### src/rtl/seq_event_logger.sv
`default_nettype none
// ============================================================================
// Module   : seq_event_logger
// Purpose  : Time-stamps detector pulses with a saturating inter-event gap and
//            queues them in a small FIFO. Define SEQ_LOG_STATE_EN to also log
//            the upstream detector state with each entry (adds out_state).
// Revision : 1.0  initial release
// ============================================================================
module seq_event_logger #(
  parameter int GAP_W = 8,
  parameter int CNT_W = 8,
  parameter int DEPTH = 4
) (
  input  logic                       clk,
  input  logic                       rst,
  input  logic                       ena,
  input  logic                       det_in,
  input  logic [2:0]                 det_state,
  output logic                       out_valid,
  input  logic                       out_ready,
  output logic [GAP_W-1:0]           out_gap,
`ifdef SEQ_LOG_STATE_EN
  output logic [2:0]                 out_state,
`endif
  output logic [CNT_W-1:0]           total_count,
  output logic [$clog2(DEPTH):0]     fifo_level,
  output logic                       overflow
);

  localparam int AW = $clog2(DEPTH);
`ifdef SEQ_LOG_STATE_EN
  localparam int E_W = GAP_W + 3;
`else
  localparam int E_W = GAP_W;
`endif

  localparam logic [GAP_W-1:0] c_GAP_MAX = {GAP_W{1'b1}};
  localparam logic [AW:0]      c_FULL    = (AW+1)'(DEPTH);
  localparam logic [AW:0]      c_ONE     = (AW+1)'(1);

  logic [E_W-1:0]   r_mem [DEPTH];
  logic [AW-1:0]    r_wr_ptr;
  logic [AW-1:0]    r_rd_ptr;
  logic [AW:0]      r_level;
  logic [E_W-1:0]   r_head;
  logic [GAP_W-1:0] r_gap_cnt;
  logic [CNT_W-1:0] r_total;
  logic             r_overflow;

  logic             w_event;
  logic             w_empty;
  logic             w_full;
  logic             w_pop;
  logic             w_push;
  logic [GAP_W-1:0] w_gap_sat;
  logic [E_W-1:0]   w_entry;
  logic [AW-1:0]    w_rd_ptr_inc;
  logic [AW:0]      w_level_next;
  logic [E_W-1:0]   w_head_next;

  assign w_event      = ena && det_in;
  assign w_empty      = (r_level == '0);
  assign w_full       = (r_level == c_FULL);
  assign w_pop        = !w_empty && out_ready;
  // A full FIFO still accepts the event when the head leaves on the same edge.
  assign w_push       = w_event && (!w_full || w_pop);
  assign w_gap_sat    = (r_gap_cnt == c_GAP_MAX) ? c_GAP_MAX : r_gap_cnt + GAP_W'(1);
  assign w_rd_ptr_inc = r_rd_ptr + AW'(1);

`ifdef SEQ_LOG_STATE_EN
  assign w_entry   = {det_state, w_gap_sat};
  assign out_state = r_head[GAP_W +: 3];
`else
  assign w_entry   = w_gap_sat;
  logic  w_unused_det_state;
  assign w_unused_det_state = ^det_state;
`endif

  always_comb begin
    w_level_next = r_level;
    case ({w_push, w_pop})
      2'b10:   w_level_next = r_level + c_ONE;
      2'b01:   w_level_next = r_level - c_ONE;
      default: w_level_next = r_level;
    endcase
  end

  // Head register: next oldest entry after a pop, the fresh entry when it
  // lands in an empty FIFO, otherwise the last head is held.
  always_comb begin
    w_head_next = r_head;
    if (w_pop) begin
      if (r_level > c_ONE)
        w_head_next = r_mem[w_rd_ptr_inc];
      else if (w_push)
        w_head_next = w_entry;
    end else if (w_empty && w_push) begin
      w_head_next = w_entry;
    end
  end

  always_ff @(posedge clk) begin
    if (w_push)
      r_mem[r_wr_ptr] <= w_entry;
  end

  always_ff @(posedge clk or posedge rst) begin
    if (rst) begin
      r_wr_ptr   <= '0;
      r_rd_ptr   <= '0;
      r_level    <= '0;
      r_head     <= '0;
      r_gap_cnt  <= '0;
      r_total    <= '0;
      r_overflow <= 1'b0;
    end else begin
      if (ena) begin
        if (det_in) begin
          r_gap_cnt <= '0;
          r_total   <= r_total + CNT_W'(1);
        end else begin
          r_gap_cnt <= w_gap_sat;
        end
      end
      if (w_event && !w_push)
        r_overflow <= 1'b1;
      if (w_push)
        r_wr_ptr <= r_wr_ptr + AW'(1);
      if (w_pop)
        r_rd_ptr <= w_rd_ptr_inc;
      r_level <= w_level_next;
      r_head  <= w_head_next;
    end
  end

  assign out_valid   = !w_empty;
  assign out_gap     = r_head[GAP_W-1:0];
  assign total_count = r_total;
  assign fifo_level  = r_level;
  assign overflow    = r_overflow;

endmodule
`default_nettype wire
### config.mk
export PLATFORM = sky130hd
export DESIGN_NAME = seq_event_logger
export DESIGN_NICKNAME = d
export VERILOG_FILES = /design/src/rtl/seq_event_logger.sv
export SDC_FILE = /design/constraint.sdc
export NUM_CORES = 1
export LEC_CHECK = 0
export CAP_MARGIN = 0
export CORE_MARGIN = 2
export CORE_UTILIZATION = 45
export CTS_CLUSTER_SIZE = 10
export DETAILED_ROUTE_END_ITERATION = 16
export PLACE_DENSITY = 0.73
export SKIP_LAST_GASP = 1
export SYNTH_ARGS = -nofsm -noshare
export SYNTH_HDL_FRONTEND = slang
export SYNTH_SLANG_ARGS = --single-unit
### constraint.sdc
create_clock -name clk -period 4.2 [get_ports clk]
set_clock_uncertainty 0.1 [all_clocks]
set_input_delay 0.84 -clock clk [delete_from_list [all_inputs] [get_ports clk]]
set_output_delay 0.84 -clock clk [all_outputs]
set_load 0.01 [all_outputs]
Word level (Yosys, flattened, before mapping)
Memory sizes are Yosys's and may differ from the RTL's. Index checks and enable logic that the tools add are counted.

Multiplexer cells: 9. Equal/unequal tests: 5. Magnitude comparators: 1. Add/subtract/negate cells: 6. Reductions and logical operators: 14.

Operators by type and width (number): $mux 8 (6); $add 8x1->8 const B (2); $eq 8x8->1 const B (1); $pmux 3 s2 (1); $logic_and 1x1->1 (5); $add 2x1->2 const B (2); $reduce_and 2->1 (2); $reduce_bool 2->1 (2); $add 3x1->3 const B (1); $eq 3x3->1 const B (1); $gt 3x1->1 const B (1); $logic_not 1->1 (3); $logic_not 3->1 (1); $ne 3x1->1 const B (1); $sub 3x1->3 const B (1); $eq 2x1->1 const B (1); $eq 2x2->1 const B (1); $mux 1 (2); $logic_or 1x1->1 (1).

Bits in writable memories: 32. Logic and storage cells: 43. Input port bits: 8. Memories kept: 1. Output and inout port bits: 21. Register bits: 32.

Memories: r_mem (words 4, bits a word 8, read ports 1, clocked after memory_dff 0, write ports 1, line 41) `logic [E_W-1:0] r_mem [DEPTH];`.

Depth between registers and ports, before layout
Depth after elaboration: 8. Mapped depth: 11. Depth with buffers taken out: 9.

Worst setup path after synthesis
OpenSTA, ideal clock, no wires.

Path kind: input-to-reg. Start point: input det_in. End point: register r_head[7] (netlist: out_gap[7]). Slack: 1.605 ns. Data required time: 3.959 ns. Stages on the path: 9. Buffers on the path: 1. Setup time: 0.141 ns. Arrival: 2.354 ns. Cell sequence: nand2_1 a31oi_1 inv_1 ha_1 inv_1 o2111a_1 or2_1 buf_6 a31oi_2.

Longest elaborated chain between the ends: 5. Elaborated cells between the ends (all ways): 6. Classes of those cells: eq/ne (1); reduce/logical (5).

Ends and longest elaborated chain: from (decl) (line 17) `input logic det_in,`; $logic_and 1x1->1 * (line 61) `assign w_event = ena && det_in;`; $logic_and 1x1->1 * (line 66) `assign w_push = w_event && (!w_full || w_pop);`; $logic_and 1x1->1 (line 97) `end else if (w_empty && w_push) begin`; $reduce_bool 2->1 (no source line); $reduce_and 2->1 (no source line) *; to (signal assigned) (line 132) `r_head <= w_head_next;`; to (decl) (line 45) `logic [E_W-1:0] r_head;`.

Mark *: on every way between the ends. The rest lies on a longest branch, timed or not. A chain may end at the register's enable or synchronous reset.

Worst setup path in the final report
Start point: input ena. End point: register r_head[1] (netlist: out_gap[1]).

Longest elaborated chain between the ends: 5. Elaborated cells between the ends (all ways): 6. Classes of those cells: eq/ne (1); reduce/logical (5).

Ends and longest elaborated chain: from (decl) (line 16) `input logic ena,`; $logic_and 1x1->1 * (line 61); $logic_and 1x1->1 * (line 66); $logic_and 1x1->1 (line 97); $reduce_bool 2->1 (no source line); $reduce_and 2->1 (no source line) *.

Marks and branches as above.

==> flow_metrics.env <==
export IMPL_status="complete, no violations"
export IMPL_netlist_area_leader_share=0.323
export IMPL_cts_root_buffer="clkbuf_8"
export IMPL_hold_viol_final=0
export IMPL_vdd_ir_drop_max_uv=317
export IMPL_rows=29
export IMPL_yosys_top_cells_area="edfxtp_1 (32%), dfrtp_1 (27%), mux4_2 (6.1%)"
export IMPL_endpoint_kind="register"
export IMPL_grt_max_degree=33
export IMPL_port_buffers=25
export IMPL_finalNonFillerCells=335
export IMPL_post_cts_resized=0
export IMPL_wl_per_cell_um=16.5
export IMPL_seq_area_um2=1760
export IMPL_wl_met1_mm=2.53
export IMPL_synth_warnings=0
export IMPL_hold_start="total_count[7]$_DFFE_PP0P_"
export IMPL_crit_path_start="ena"
export IMPL_max_slew_worst_pin_slew_ns=0.680
export IMPL_synthCells=220
export IMPL_r2r_start="fifo_level[0]$_DFFE_PP0P_"
export IMPL_synth_simple_gate_area_frac=0.101
export IMPL_synth_nets=240
export IMPL_numPlacedInstances=319
export IMPL_dp_final_hpwl_mm=3.74
export IMPL_drtIter0Drc=162
export IMPL_cp_required_ns=4.29
export IMPL_wl_met3_um=237
export IMPL_grt_pass1_vias=1826
export IMPL_timing_final_crit_period_ns=3.07
export IMPL_setup_viol=0
export IMPL_syn_area_per_cell_um2=13.5
export IMPL_diodes=0
export IMPL_cts_tree="built"
export IMPL_synth_compound_area_frac=0.117
export IMPL_vias=1821
export IMPL_cts_hold_buffers_added=0
export IMPL_fin_setup_tns_ns=0
export IMPL_final_util=0.554
export IMPL_clockBufferDepth=2
export IMPL_total_power_mw=2.36
export IMPL_max_freq_mhz=325
export IMPL_start_util=0.466
export IMPL_synth_seq_area_share=0.593
export IMPL_wl_met2_mm=2.63
export IMPL_place_congestion=0.805
export IMPL_synth_area_leader_cell="edfxtp_1"
export IMPL_cap_violations=0
export IMPL_async_reset_ff_frac=0.500
export IMPL_clk_pin_slew_ns=0.06
export IMPL_grtUsageTotal=0.168
export IMPL_period_share=0.732
export IMPL_maxSlewViolCount=0
export IMPL_grt_antenna_before_repair=0
export IMPL_fin_hold_ws_ns=0.384
export IMPL_fillCellCount=523
export IMPL_area_growth_syn_to_layout_pct=19.1
export IMPL_critPathKind="in -> reg"
export IMPL_vias_per_cell=5.44
export IMPL_synth_main_ff_cell="edfxtp_1"
export IMPL_core_um2=6390
export IMPL_cts_htree_levels=3
export IMPL_fp_dieH_um=85.3
export IMPL_p_per_area_nw_per_um2=667
export IMPL_cts_made_buffers=9
export IMPL_p_leak_nw=1.37
export IMPL_fin_nets=273
export IMPL_synth_edf_count=32
export IMPL_dr_pass1_iters=4
export IMPL_clock_latency_ns=0.34
export IMPL_cp_data_arrival_time_ns=3.16
export IMPL_drive_gt1_frac=0.143
export IMPL_die_width_um=85.3
export IMPL_grt_overflow=0
export IMPL_die_area_um2=7270
export IMPL_synth_cell_area_um2=2970
export IMPL_pin_count=29
export IMPL_synthMuxAreaShare=0.0715
export IMPL_maxSlewHeadroom=0.542
export IMPL_ys_types=45
export IMPL_cts_sinks=64
export IMPL_synth_adder_area_share=0.0505
export IMPL_multi_input_comb_area_um2=1120
export IMPL_dr_max_layer_used="met4"
export IMPL_startpoint_type="input pin"
export IMPL_rsz0062_at_grt="no"
export IMPL_drc=0
export IMPL_synth_commonest_cells="dfrtp_1 (32), edfxtp_1 (32), nand2_1 (20)"
export IMPL_hold_path_class="reg -> reg"
export IMPL_synth_top_family_by_area="compound AO/OA/AOI/OAI gates"
export IMPL_grt_pass1_wl_mm=9.09
export IMPL_ys_seq_elements=64
export IMPL_path_max_fanout=9
export IMPL_ant_nets=0
export IMPL_cts_setup_buffers=0
export IMPL_wl_mm=5.51
export IMPL_synth_xor_area_frac=0.0383
==> state kept, by name, summed over array words and instances, names as in the netlist <==
register	count
fifo_level	3
overflow	1
r_mem	32
out_gap	8
r_wr_ptr	2
r_rd_ptr	2
total_count	8
r_gap_cnt	8
==> cell families after synthesis <==
group / Yosys count
adder cells (fa/ha/maj): 12
multiplexers: 11
AND/OR/NAND/NOR: 60
flip-flops: 64
XOR/XNOR: 13
buffers and inverters: 18
AO/OA/AOI/OAI: 42
==> cells in the final DEF, fill, tap and decap left out, types with 2 or more instances in the layout <==
cell type	netlist	routed
ha_1	12	12
clkinvlp_4	0	2
a22o_1	7	7
o21ai_0	3	3
a31oi_1	5	5
and2_1	6	6
nand3_1	5	5
a21oi_1	5	5
xor2_1	4	4
o21bai_1	2	2
dfrtp_1	32	32
nor3_1	10	10
mux4_2	8	8
a31oi_2	8	8
bufinv_16	0	3
nor2_1	6	6
inv_1	11	11
clkbuf_8	0	9
nand4_1	2	2
clkbuf_1	1	2
nand2b_1	3	3
clkdlybuf4s50_1	0	25
edfxtp_1	32	32
nand2_1	20	20
or3_1	2	2
mux2_2	2	2
buf_4	0	4
xnor2_1	9	9
==> per-stage QoR <==
step,cell area (µm²),setup WS [ns]
after global placement,3300,0.788
after floorplan,2970,1.61
after detailed placement,3300,0.760
after global routing,3540,0.919
after CTS,3540,1.14
final,3540,1.13
==> path summary, 6_finish.rpt <==
path / to / slack, ns / cells after the start
min in group asynchronous: total_count[0]$_DFFE_PP0P_ / 0.79 / 3
worst max register to register: out_gap[1]$_DFFE_PP0P_ / 1.50 / 9
worst max-delay path: out_gap[1]$_DFFE_PP0P_ / 1.13 / 11
worst min-delay path: total_count[7]$_DFFE_PP0P_ / 0.38 / 1
worst min register to register: total_count[7]$_DFFE_PP0P_ / 0.38 / 1
max in group asynchronous: total_count[7]$_DFFE_PP0P_ / 2.90 / 3
==> power breakdown <==
part | total (mW) | switching [mW] | internal [mW]
Clock | 0.625 | 0.231 | 0.395
Combinational | 0.777 | 0.354 | 0.423
Sequential | 0.960 | 0.151 | 0.809
Total | 2.36 | 0.736 | 1.63
==> layout make-up <==
class / count / area share
clock buffers: 11 / 0.0371
clock inverters: 5 / 0.0297
inverters: 11 / 0.0117
multi-input cells: 138 / 0.318
flip-flops and latches: 64 / 0.498
well taps: 77 / 0.0272
repair buffers: 29 / 0.0792
==> worst max-delay path: stages <==
cell             delay, ns
clkdlybuf4s50_1       0.56
nand2_1               0.16
a31oi_1               0.17
buf_4                 0.18
inv_1                 0.07
ha_1                  0.19
inv_1                 0.09
o2111a_1              0.21
buf_4                 0.16
or2_1                 0.39
a31oi_2               0.15
==> routing by layer <==
layer,GRT usage,up-vias
li1,-,887
met1,0.214,885
met5,0,-
met2,0.260,42
met4,0.0909,0
met3,0.0467,7
Note: power is estimated with default switching activity, not from simulation.
==> RTL edit, RTL diff (same settings) <==
Change the parameter `GAP_W` from 8 to 12.
--- a/src/rtl/seq_event_logger.sv
+++ b/src/rtl/seq_event_logger.sv
@@ -9,3 +9,3 @@
 module seq_event_logger #(
-  parameter int GAP_W = 8,
+  parameter int GAP_W = 12,
   parameter int CNT_W = 8,
Ports: changed (resized out_gap); port bits go from 29 to 33. No check against the original RTL was run, so the function may have changed too.
==> RTL edit against the unedited design <==
Critical path depth is 2 lower; synthesized cell count is 31% higher; final area up 30%; count of clock-buffer cells in the layout unchanged; critical path type unchanged; area after synthesis grew 37%; setup slack lost 0.035 ns; sequential cell count up 24; wire length is 39% higher; highest routed layer unchanged; fmax down 1.1%; total power is 15% higher.
==> RTL edit: results (changes against the unedited design) <==
run status - finished, final reports clean
Psw - 0.851 mW (+16%)
Slew headroom - 23.8% (-30 points)
first-pass GRT wire length - 12.7 mm (+40%)
placed cell count - 414 (+30%)
largest net degree at the start of global routing - 30 (-9.1%)
Hold WS - 0.375 ns (-0.00890 ns)
Post-Syn Nets - 308 (+28%)
Async SR Flop Fraction - 45.5% (-4.5 points)
clock-pin slew on the worst setup and hold paths - 0.09 ns (+0.03 ns)
post-synthesis sequential area ratio - 60.0% (+0.77 points)
GRT Util Overall - 17.0% (+0.29 points)
peak supply drop - 0.258 mV (-19%)
final net count - 336 (+23%)
r2r startpoint - fifo_level[1]
crit path DAT - 3.26 ns (+0.10 ns)
Synth top cells by count - 48 x edfxtp_1, 40 x dfrtp_1, 15 x a21oi_1
synth unique cells - 48 (+6.7%)
Gate Count Post-Synth - 289 (+31%)
Iter 0 DRT Violations - 167 (+3.1%)
Worst R2R End - out_gap[0]
clk_lat worst skew - 0.36 ns (+0.02 ns)
drt total wl - 7.68 mm (+39%)
max incr delay on CP - 0.45 ns (-0.11 ns)
R2R setup slack - 1.47 ns (-0.03 ns)
Largest register FFs - 48 (+50%)
port buffer count - 29 (+16%)
Synth area leaders - edfxtp_1 35%, dfrtp_1 25%, mux4_2 6.1%
fin cells - 430 (+28%)
HPWL after DPL - 5.24 mm (+40%)
Vias - 2,473 (+36%)
## RTL edit: area by class of cell
cell class	count	area share, %
tap	108	2.93
multi-input combinational	173	32.1
clock buffer	11	2.85
clock inverter	5	1.25
inverter	13	1.06
timing repair buffer	32	6.79
sequential	88	53.0
## RTL edit: kinds of logic after synthesis
logic type / share of synthesized area (%)
mux: 9.23
buf+inv: 3.69
xor+xnor: 2.80
simple gates: 10.0
compound gates: 10.9
fa+ha+maj: 3.38
flops: 60.0
## RTL edit: per-layer routing
layer / GRT usage [%] / vias up / part of all wire, %
met4: 5.80 / 0 / 1.1
li1: - / 1158 / -
met2: 24.6 / 78 / 45
met3: 4.50 / 5 / 6.1
met5: 0 / - / 0
met1: 25.2 / 1232 / 48
## RTL edit: worst register-to-register path, delay by kind of cell, from the launching register on
kind	cells	cell delay [ns]
AOI/OAI and AO/OA	1	0.29
adders and majority gates	2	0.47
buffers and inverters	2	0.21
DFF	1	0.43
muxes	1	0.35
and+or+nand+nor	3	0.75
## RTL edit: power by group through the flow
stage / sequential, mW / combinational [mW] / clock, mW
2_1_floorplan: 1.24 / 0.601 / 0
3_3_place_gp: 1.28 / 0.863 / 0
3_5_place_dp: 1.28 / 0.885 / 0
4_1_cts: 1.27 / 0.887 / 0.591
5_1_grt: 1.29 / 0.966 / 0.624
6_report: 1.26 / 0.874 / 0.575
## RTL edit: worst max path at each step
stage / cells past startpoint / slack [ns] / end / from
after floorplan: 10 / 1.23 / out_gap[11] / det_in
after global placement: 9 / 0.75 / out_gap[9] / det_in
after detailed placement: 9 / 0.71 / out_gap[10] / det_in
after CTS: 9 / 1.11 / out_gap[10] / det_in
after global routing: 9 / 0.97 / out_gap[9] / det_in
final: 9 / 1.09 / out_gap[10] / det_in
## RTL edit: per-stage QoR
step	instance area (µm²)	utilization [%]	setup WS, ns	total power, mW
4_1_cts	4600	52.5	1.11	2.74
5_1_grt	4600	52.5	0.974	2.88
3_3_place_gp	4420	50.4	0.749	2.14
6_report	4600	52.5	1.09	2.71
2_1_floorplan	4070	-	1.23	1.84
3_5_place_dp	4420	50.4	0.712	2.17
